`config.mk`:
```
export PLATFORM = sky130hd
export DESIGN_NAME = wb_cmd_master_flat
export DESIGN_NICKNAME = d
export VERILOG_FILES = /design/src/rtl/wb_cmd_master_if.sv /design/src/rtl/wb_cmd_master.sv /design/src/flat_wrapper.sv
export SDC_FILE = /design/constraint.sdc
export NUM_CORES = 1
export LEC_CHECK = 0
export CAP_MARGIN = 20
export CELL_PAD_IN_SITES_DETAIL_PLACEMENT = 1
export CELL_PAD_IN_SITES_GLOBAL_PLACEMENT = 1
export CORE_UTILIZATION = 28
export CTS_BUF_LIST = sky130_fd_sc_hd__clkbuf_4 sky130_fd_sc_hd__clkbuf_8
export CTS_CLUSTER_DIAMETER = 60
export DETAILED_ROUTE_END_ITERATION = 7
export PLACE_DENSITY = 0.89
export SYNTH_ARGS = -nofsm -noshare
export SYNTH_HDL_FRONTEND = slang
export SYNTH_SLANG_ARGS = --single-unit
```
`constraint.sdc`:
```
create_clock -name i_wb_clk -period 2.13 [get_ports i_wb_clk]
set_input_delay 0.426 -clock i_wb_clk [delete_from_list [all_inputs] [get_ports i_wb_clk]]
set_output_delay 0.426 -clock i_wb_clk [all_outputs]
set_load 0.01 [all_outputs]
```
`src/rtl/wb_cmd_master_if.sv`:
```
// wb_cmd_master_if: command/response handshakes plus Wishbone classic master signals.
interface wb_cmd_master_if;
    logic        i_cmd_valid;
    logic        o_cmd_ready;
    logic        i_cmd_we;
    logic [31:0] i_cmd_addr;
    logic [31:0] i_cmd_data;
    logic        o_rsp_valid;
    logic        i_rsp_ready;
    logic [31:0] o_rsp_data;
    logic        o_rsp_err;
    logic        o_wb_cyc;
    logic        o_wb_stb;
    logic        o_wb_we;
    logic [31:0] o_wb_addr;
    logic [31:0] o_wb_data;
    logic        i_wb_ack;
    logic [31:0] i_wb_data;
    logic        o_busy;

    modport master (
        input  i_cmd_valid, i_cmd_we, i_cmd_addr, i_cmd_data, i_rsp_ready, i_wb_ack, i_wb_data,
        output o_cmd_ready, o_rsp_valid, o_rsp_data, o_rsp_err,
               o_wb_cyc, o_wb_stb, o_wb_we, o_wb_addr, o_wb_data, o_busy
    );

    modport slave (
        output i_cmd_valid, i_cmd_we, i_cmd_addr, i_cmd_data, i_rsp_ready, i_wb_ack, i_wb_data,
        input  o_cmd_ready, o_rsp_valid, o_rsp_data, o_rsp_err,
               o_wb_cyc, o_wb_stb, o_wb_we, o_wb_addr, o_wb_data, o_busy
    );
endinterface

```
`src/rtl/wb_cmd_master.sv`:
```
// wb_cmd_master: single-command Wishbone classic initiator with ack timeout.
module wb_cmd_master #(
    parameter int unsigned TIMEOUT_CYCLES = 16
) (
    input  logic            i_wb_clk,
    input  logic            i_wb_rst,
    wb_cmd_master_if.master bus
);
    localparam logic [1:0] S_IDLE = 2'd0;
    localparam logic [1:0] S_BUS  = 2'd1;
    localparam logic [1:0] S_RESP = 2'd2;
    localparam logic [7:0] CNT_LAST = 8'(TIMEOUT_CYCLES - 1);

    logic [1:0]  state_q, state_d;
    logic [7:0]  cnt_q, cnt_d;
    logic        we_q, we_d;
    logic [31:0] addr_q, addr_d;
    logic [31:0] data_q, data_d;
    logic [31:0] rsp_data_q, rsp_data_d;
    logic        rsp_err_q, rsp_err_d;

    always_comb begin
        state_d    = state_q;
        cnt_d      = cnt_q;
        we_d       = we_q;
        addr_d     = addr_q;
        data_d     = data_q;
        rsp_data_d = rsp_data_q;
        rsp_err_d  = rsp_err_q;
        case (state_q)
            S_IDLE: if (bus.i_cmd_valid) begin
                we_d    = bus.i_cmd_we;
                addr_d  = bus.i_cmd_addr;
                data_d  = bus.i_cmd_data;
                cnt_d   = 8'd0;
                state_d = S_BUS;
            end
            // ack takes priority over the abort on the final allowed cycle
            S_BUS: if (bus.i_wb_ack) begin
                rsp_data_d = we_q ? 32'd0 : bus.i_wb_data;
                rsp_err_d  = 1'b0;
                state_d    = S_RESP;
            end else if (cnt_q == CNT_LAST) begin
                rsp_data_d = 32'd0;
                rsp_err_d  = 1'b1;
                state_d    = S_RESP;
            end else begin
                cnt_d = cnt_q + 8'd1;
            end
            S_RESP: if (bus.i_rsp_ready) state_d = S_IDLE;
            default: state_d = S_IDLE;
        endcase
    end

    always_ff @(posedge i_wb_clk) begin
        if (i_wb_rst) begin
            state_q    <= S_IDLE;
            cnt_q      <= 8'd0;
            we_q       <= 1'b0;
            addr_q     <= 32'd0;
            data_q     <= 32'd0;
            rsp_data_q <= 32'd0;
            rsp_err_q  <= 1'b0;
        end else begin
            state_q    <= state_d;
            cnt_q      <= cnt_d;
            we_q       <= we_d;
            addr_q     <= addr_d;
            data_q     <= data_d;
            rsp_data_q <= rsp_data_d;
            rsp_err_q  <= rsp_err_d;
        end
    end

    assign bus.o_cmd_ready = state_q == S_IDLE;
    assign bus.o_wb_cyc    = state_q == S_BUS;
    assign bus.o_wb_stb    = state_q == S_BUS;
    assign bus.o_rsp_valid = state_q == S_RESP;
    assign bus.o_busy      = state_q != S_IDLE;
    assign bus.o_wb_we     = we_q;
    assign bus.o_wb_addr   = addr_q;
    assign bus.o_wb_data   = data_q;
    assign bus.o_rsp_data  = rsp_data_q;
    assign bus.o_rsp_err   = rsp_err_q;
endmodule
```
`src/flat_wrapper.sv`:
```
// flat-port wrapper written by rule: the top's interface ports become plain ports
module wb_cmd_master_flat 
#(
    parameter int unsigned TIMEOUT_CYCLES = 16
)
  (i_wb_clk, i_wb_rst, bus_i_cmd_valid, bus_i_cmd_we, bus_i_cmd_addr, bus_i_cmd_data, bus_i_rsp_ready, bus_i_wb_ack, bus_i_wb_data, bus_o_cmd_ready, bus_o_rsp_valid, bus_o_rsp_data, bus_o_rsp_err, bus_o_wb_cyc, bus_o_wb_stb, bus_o_wb_we, bus_o_wb_addr, bus_o_wb_data, bus_o_busy);
  wb_cmd_master_if bus_i ();
  input  logic i_wb_clk;
  input  logic i_wb_rst;
  input wire logic [$bits(bus_i.i_cmd_valid)-1:0] bus_i_cmd_valid;
  input wire logic [$bits(bus_i.i_cmd_we)-1:0] bus_i_cmd_we;
  input wire logic [$bits(bus_i.i_cmd_addr)-1:0] bus_i_cmd_addr;
  input wire logic [$bits(bus_i.i_cmd_data)-1:0] bus_i_cmd_data;
  input wire logic [$bits(bus_i.i_rsp_ready)-1:0] bus_i_rsp_ready;
  input wire logic [$bits(bus_i.i_wb_ack)-1:0] bus_i_wb_ack;
  input wire logic [$bits(bus_i.i_wb_data)-1:0] bus_i_wb_data;
  output wire logic [$bits(bus_i.o_cmd_ready)-1:0] bus_o_cmd_ready;
  output wire logic [$bits(bus_i.o_rsp_valid)-1:0] bus_o_rsp_valid;
  output wire logic [$bits(bus_i.o_rsp_data)-1:0] bus_o_rsp_data;
  output wire logic [$bits(bus_i.o_rsp_err)-1:0] bus_o_rsp_err;
  output wire logic [$bits(bus_i.o_wb_cyc)-1:0] bus_o_wb_cyc;
  output wire logic [$bits(bus_i.o_wb_stb)-1:0] bus_o_wb_stb;
  output wire logic [$bits(bus_i.o_wb_we)-1:0] bus_o_wb_we;
  output wire logic [$bits(bus_i.o_wb_addr)-1:0] bus_o_wb_addr;
  output wire logic [$bits(bus_i.o_wb_data)-1:0] bus_o_wb_data;
  output wire logic [$bits(bus_i.o_busy)-1:0] bus_o_busy;
  assign bus_i.i_cmd_valid = bus_i_cmd_valid;
  assign bus_i.i_cmd_we = bus_i_cmd_we;
  assign bus_i.i_cmd_addr = bus_i_cmd_addr;
  assign bus_i.i_cmd_data = bus_i_cmd_data;
  assign bus_i.i_rsp_ready = bus_i_rsp_ready;
  assign bus_i.i_wb_ack = bus_i_wb_ack;
  assign bus_i.i_wb_data = bus_i_wb_data;
  assign bus_o_cmd_ready = bus_i.o_cmd_ready;
  assign bus_o_rsp_valid = bus_i.o_rsp_valid;
  assign bus_o_rsp_data = bus_i.o_rsp_data;
  assign bus_o_rsp_err = bus_i.o_rsp_err;
  assign bus_o_wb_cyc = bus_i.o_wb_cyc;
  assign bus_o_wb_stb = bus_i.o_wb_stb;
  assign bus_o_wb_we = bus_i.o_wb_we;
  assign bus_o_wb_addr = bus_i.o_wb_addr;
  assign bus_o_wb_data = bus_i.o_wb_data;
  assign bus_o_busy = bus_i.o_busy;
  wb_cmd_master #(.TIMEOUT_CYCLES(TIMEOUT_CYCLES)) u_core (.i_wb_clk(i_wb_clk), .i_wb_rst(i_wb_rst), .bus(bus_i));
endmodule
```
# After elaboration in Yosys (flattened, before gate mapping)

Cells that the tools add are included.
Widths: inputs -> output; s select.

Output and inout bits: 103
Input port bits: 102
Bits in registers: 108

Reduce and logical (&&, ||, !) cells: 8
Add/subtract/negate cells: 1
Muxes and demuxes: 14
Equal/unequal tests: 8

Operators with widths:

| kind                | number |
|---|---|
| $mux 32             | 3 |
| $mux 8              | 3 |
| $pmux 8 s2          | 1 |
| $add 8x1->8 const B | 1 |
| $eq 8x4->1 const B  | 1 |
| $mux 2              | 4 |
| $ne 2x2->1 const B  | 4 |
| $pmux 2 s3          | 1 |
| $reduce_bool 2->1   | 3 |
| $reduce_and 2->1    | 2 |
| $reduce_and 4->1    | 1 |
| $ne 3x2->1 const B  | 1 |
| $reduce_and 3->1    | 1 |
| $eq 2x1->1 const B  | 1 |
| $eq 2x2->1 const B  | 1 |
| $logic_not 2->1     | 1 |
| $mux 1              | 2 |

# Logic depth before layout (Yosys ltp)

Depth in word-level cells: 4
Gate-level depth with buffers: 7
Depth with buffers taken out: 5

# Least setup slack after synthesis

No wires, ideal clock.

Path type: register to register
Start point: reg u_core.cnt_q[4]
End point: reg u_core.rsp_data_q[10], in the netlist u_core.bus.o_rsp_data[10]
Data arrival time: 1.514 ns
Setup slack: 0.499 ns
Stages on the path, launching flop included: 7
Data required time: 2.013 ns
Cells stage by stage: dfxtp_1 > or4_4 > buf_6 > o21bai_4 > a21oi_2 > buf_6 > a22o_1

Longest elaborated chain between the ends: 3

Ends and longest elaborated chain:

| what                        | line                | source |
|---|---|---|
| from (decl)                 | wb_cmd_master.sv:15 | `logic [7:0] cnt_q, cnt_d;` |
| from (signal assigned)      | wb_cmd_master.sv:66 | `cnt_q <= cnt_d;` |
| $eq 8x4->1                  | wb_cmd_master.sv:43 | `end else if (cnt_q == CNT_LAST) begin` |
| $reduce_bool 2->1 (no line) | n/a                 |  |
| $reduce_and 2->1 (no line)  | n/a                 |  |
| to (signal assigned)        | wb_cmd_master.sv:70 | `rsp_data_q <= rsp_data_d;` |
| to (decl)                   | wb_cmd_master.sv:19 | `logic [31:0] rsp_data_q, rsp_data_d;` |

No other way between the ends.
A chain may end at the register's enable or synchronous reset.

# Final worst setup path

Start point: reg u_core.state_q[0]
End point: out bus_o_wb_stb

Longest elaborated chain between the ends: 1

Ends and longest elaborated chain:

| what                   | line                | source |
|---|---|---|
| from (decl)            | wb_cmd_master.sv:14 | `logic [1:0] state_q, state_d;` |
| from (signal assigned) | wb_cmd_master.sv:65 | `state_q <= state_d;` |
| $eq 2x1->1             | wb_cmd_master.sv:77 | `assign bus.o_wb_stb = state_q == S_BUS;` |
| to (decl)              | flat_wrapper.sv:22  | `output wire logic [$bits(bus_i.o_wb_stb)-1:0] bus_o_wb_stb;` |

No other way between the ends.

==> impl_summary.txt <==
----------------------------------------------------
[Run]
  Max-Cap Viols ... 0

[STA]
  Final hold slack ... 0.371 ns
  Crit share post-route ... 0.963
  Normalized max-slew margin ... 0.764
  Min cycle time layout ... 2.05 ns
  Final Skew ... 0.0162 ns
  Final setup margin ... 0.0792 ns
  Transition time at the pin with the least slew margin ... 0.352 ns
  Final Hold Viols ... 0
  Final setup violating endpoints ... 0
  Unrepaired setup endpoints after global routing ... true
  Final slew viol count ... 0
  F_max ... 0.488 GHz

[Final layout]
  Layout Cell Area excl Fill ... 6230 um2
  Diodes inserted ... 0
  Finished Core Util ... 0.469
  Most common library cell in the layout ignoring fill and taps ... sky130_fd_sc_hd__clkdlybuf4s50_1
  P&R area growth vs syn ... 62.3%
  Commonest cells after routing, fill and taps aside ... sky130_fd_sc_hd__clkdlybuf4s50_1, sky130_fd_sc_hd__nand2_1, sky130_fd_sc_hd__dfxtp_1, sky130_fd_sc_hd__a21oi_1, sky130_fd_sc_hd__a22o_1
  Final net count ... 723
  Fraction of layout cells with a size suffix above 1 ... 0.0688

[Worst hold path]
  Beginning of the worst hold path ... i_wb_rst
  Destination of the worst hold path ... u_core.cnt_q[1]$_SDFFE_PP0P_
  Path type of the worst min-delay path ... in2reg
  WHS Path Cells ... 2

[Pwr]
  Register share of total power ... 0.527
  Total power draw ... 0.00415 W
  P_sw ... 0.00113 W
  Internal power of the cells ... 0.00302 W
  Maximum vdd drop ... 0.000500 V
  Leakage power summed over all cells ... 2.27 nW
  Clock share of power ... 0.284
  Power density cells ... 665 nW/um2
  Net Sw Frac ... 0.273
  Fraction of power consumed by combinational cells ... 0.189

[Detailed routing]
  Total via count after detailed routing ... 3,784
  Average detailed-routed wire length per instance ... 15.3 um
  DR iter-0 viols ... 102
  Final ANT Viol Nets ... 0
  DRC violation count after routing ... 0
  Drt pass-1 iters ... 4
  Avg Vias per Cell ... 4.72
  Final WL ... 12,300 um

[Synthesis]
  Sequential area share after synthesis ... 0.563
  Post-synthesis instance area ... 3840 um2
  Leading post-synthesis cells by cell area ... sky130_fd_sc_hd__dfxtp_1, sky130_fd_sc_hd__nand2_1, sky130_fd_sc_hd__a21oi_1, sky130_fd_sc_hd__a22o_1, sky130_fd_sc_hd__clkbuf_1
  EDFF count, synth ... 0
  Number of cells produced by synthesis ... 426
  Total of flip-flops plus latches after synthesis ... 108
  Mean Syn Cell Area ... 9.01 um2
  Yosys synthesis warning count ... 0
  Largest area contributor in the synthesized netlist ... sky130_fd_sc_hd__dfxtp_1
  Number of unique standard cell types used by synthesis ... 38
  Synth Flop Type ... sky130_fd_sc_hd__dfxtp_1
  Area share of the largest cell type after synthesis ... 0.563
  Synth async-reset ratio ... 0
  Syn Nets ... 529

[Setup path]
  Nature of the critical path endpoint ... primary output
  Top delay family on crit path ... buffers and inverters
  Arrival time at the worst endpoint ... 1.62 ns
  RR Startpoint ... u_core.cnt_q[0]$_SDFFE_PP0P_
  Largest stage delay on the critical path ... 0.57 ns
  Worst EP required ... 1.70 ns
  R2R Path End ... u_core.bus.o_rsp_data[0]$_SDFFE_PP0P_
  Reg2reg setup slack ... 0.37 ns
  Worst-path cell chain ... nor2b_2 > clkdlybuf4s50_1
  Classification of the worst setup path ... reg2out
  WP buf/inv ... 1
  Cell with the largest stage delay on the worst path ... sky130_fd_sc_hd__clkdlybuf4s50_1
  Cell count of the worst reg-to-reg path ... 6
  Sort of element at the start of the critical path ... flip-flop
  Maximum fanout along the worst path ... 5

[Place]
  Post-detailed-placement half-perimeter wirelength ... 9090 um
  Weighted congestion at the end of routability-driven global placement ... 0.813
  DP Area ... 6050 um2
  Placement Setup Slack ... 0.0649 ns
  I/O Buffers ... 204

[Clock tree]
  Cell at the root of the clock tree ... sky130_fd_sc_hd__clkbuf_8
  Worst skew pair latency ... 0.38 ns
  CTS tree ... built
  Inserted Clock Buffers ... 9
  Maximum root-to-sink buffer count ... 2
  CTS Hold Buffers Added ... 0
  Worst-path clk slew ... 0.10 ns
  Clk sink count ... 108
  CTS H-tree lvls ... 3

[GRT]
  Wire length of the first global-routing pass ... 19,700 um
  Aggregate global-route resource usage ... 0.176
  Number of antenna violations at the first check in global routing ... 0
  Maximum number of pins on one net before global-route repair ... 66
  Sum of overflow across all layers after global routing ... 0
  Number of global-route vias before repair ... 3,997

[Floorplanning]
  Die Span Y ... 119 um
  Initial core utilization ... 0.289
  Core region area ... 13,300 um2
  Number of primary I/O pins ... 205
  Width of the die ... 119 um
  Placement row count ... 42
  Die area ... 14,200 um2

[Status]
  Result of the run ... finished clean

----------------------------------------------------
## stage by stage
stage	std cells	TNS [ns]
2_1_floorplan	426	0
3_3_place_gp	785	0
3_5_place_dp	785	0
4_1_cts	801	0
5_1_grt	801	-0.00693
6_report	801	0
## synth_stat cells, types with 2 or more instances
| cell | n |
|---|---|
| sky130_fd_sc_hd__nor3_1 | 2 |
| sky130_fd_sc_hd__clkbuf_8 | 3 |
| sky130_fd_sc_hd__nand3b_1 | 2 |
| sky130_fd_sc_hd__a22o_1 | 32 |
| sky130_fd_sc_hd__a31oi_1 | 6 |
| sky130_fd_sc_hd__buf_6 | 4 |
| sky130_fd_sc_hd__dfxtp_1 | 108 |
| sky130_fd_sc_hd__nor2_1 | 2 |
| sky130_fd_sc_hd__nand2_1 | 135 |
| sky130_fd_sc_hd__inv_1 | 2 |
| sky130_fd_sc_hd__or2_2 | 2 |
| sky130_fd_sc_hd__nand3_1 | 11 |
| sky130_fd_sc_hd__clkbuf_1 | 16 |
| sky130_fd_sc_hd__a21oi_1 | 69 |
| sky130_fd_sc_hd__buf_2 | 9 |
## logic make-up (layout without fill, tap and decap cells)
| logic type | count (synthesis) | after routing | synth area share |
|---|---|---|---|
| compound gates | 116 | 116 | 0.197 |
| fa+ha+maj | 1 | 1 | 0.00326 |
| flops | 108 | 108 | 0.563 |
| simple gates | 166 | 166 | 0.183 |
| buf+inv | 35 | 234 | 0.0538 |
## what timing repair did
action,in CTS,in global routing
endpoints found under the hold margin,0,0
buffers inserted,0,0
resized for setup,1,0
endpoints found under the setup margin,1,1
## power by group through the flow
stage | sequential, W | combinational, W | clock (W)
final | 0.00218 | 0.000783 | 0.00118
after global placement | 0.00222 | 0.000764 | 0
after floorplan | 0.00227 | 0.000254 | 0
after global routing | 0.00220 | 0.000850 | 0.00130
after CTS | 0.00219 | 0.000796 | 0.00124
after detailed placement | 0.00223 | 0.000793 | 0
## worst max-delay path by stage
stage / from / endpoint / slack [ns] / depth (start not counted)
2_1_floorplan: u_core.cnt_q[4]$_SDFFE_PP0P_ / u_core.bus.o_rsp_data[10]$_SDFFE_PP0P_ / 0.50 / 6
3_3_place_gp: bus_i_wb_ack / u_core.cnt_q[6]$_SDFFE_PP0P_ / 0.09 / 4
3_5_place_dp: bus_i_wb_ack / u_core.cnt_q[7]$_SDFFE_PP0P_ / 0.06 / 5
4_1_cts: u_core.state_q[0]$_SDFFE_PP0P_ / bus_o_wb_stb / 0.05 / 2
5_1_grt: u_core.state_q[0]$_SDFFE_PP0P_ / bus_o_wb_stb / -0.007 / 2
6_report: u_core.state_q[0]$_SDFFE_PP0P_ / bus_o_wb_stb / 0.08 / 2
## layer usage
metal,up-vias,track usage,wire length (um)
li1,1833,-,-
met1,1804,0.189,4940
met2,132,0.320,6210
met3,15,0.0632,925
met4,0,0.0554,206
met5,-,0,0
## registers in the layout, summed over array words and instances (netlist names)
register               count
u_core.bus.o_wb_addr      32
u_core.cnt_q               8
u_core.bus.o_wb_we         1
u_core.bus.o_wb_data      32
u_core.bus.o_rsp_data     32
u_core.state_q             2
u_core.bus.o_rsp_err       1
## layout make-up
class	instances	area (um2)
clock buffer	9	124
fill	1520	7070
inverter	2	7.51
timing repair buffer	216	2180
clock inverter	7	61.3
multi-input combinational	283	1480
sequential	108	2160
tap	176	220
No activity file was read; power rests on OpenSTA's default activity.
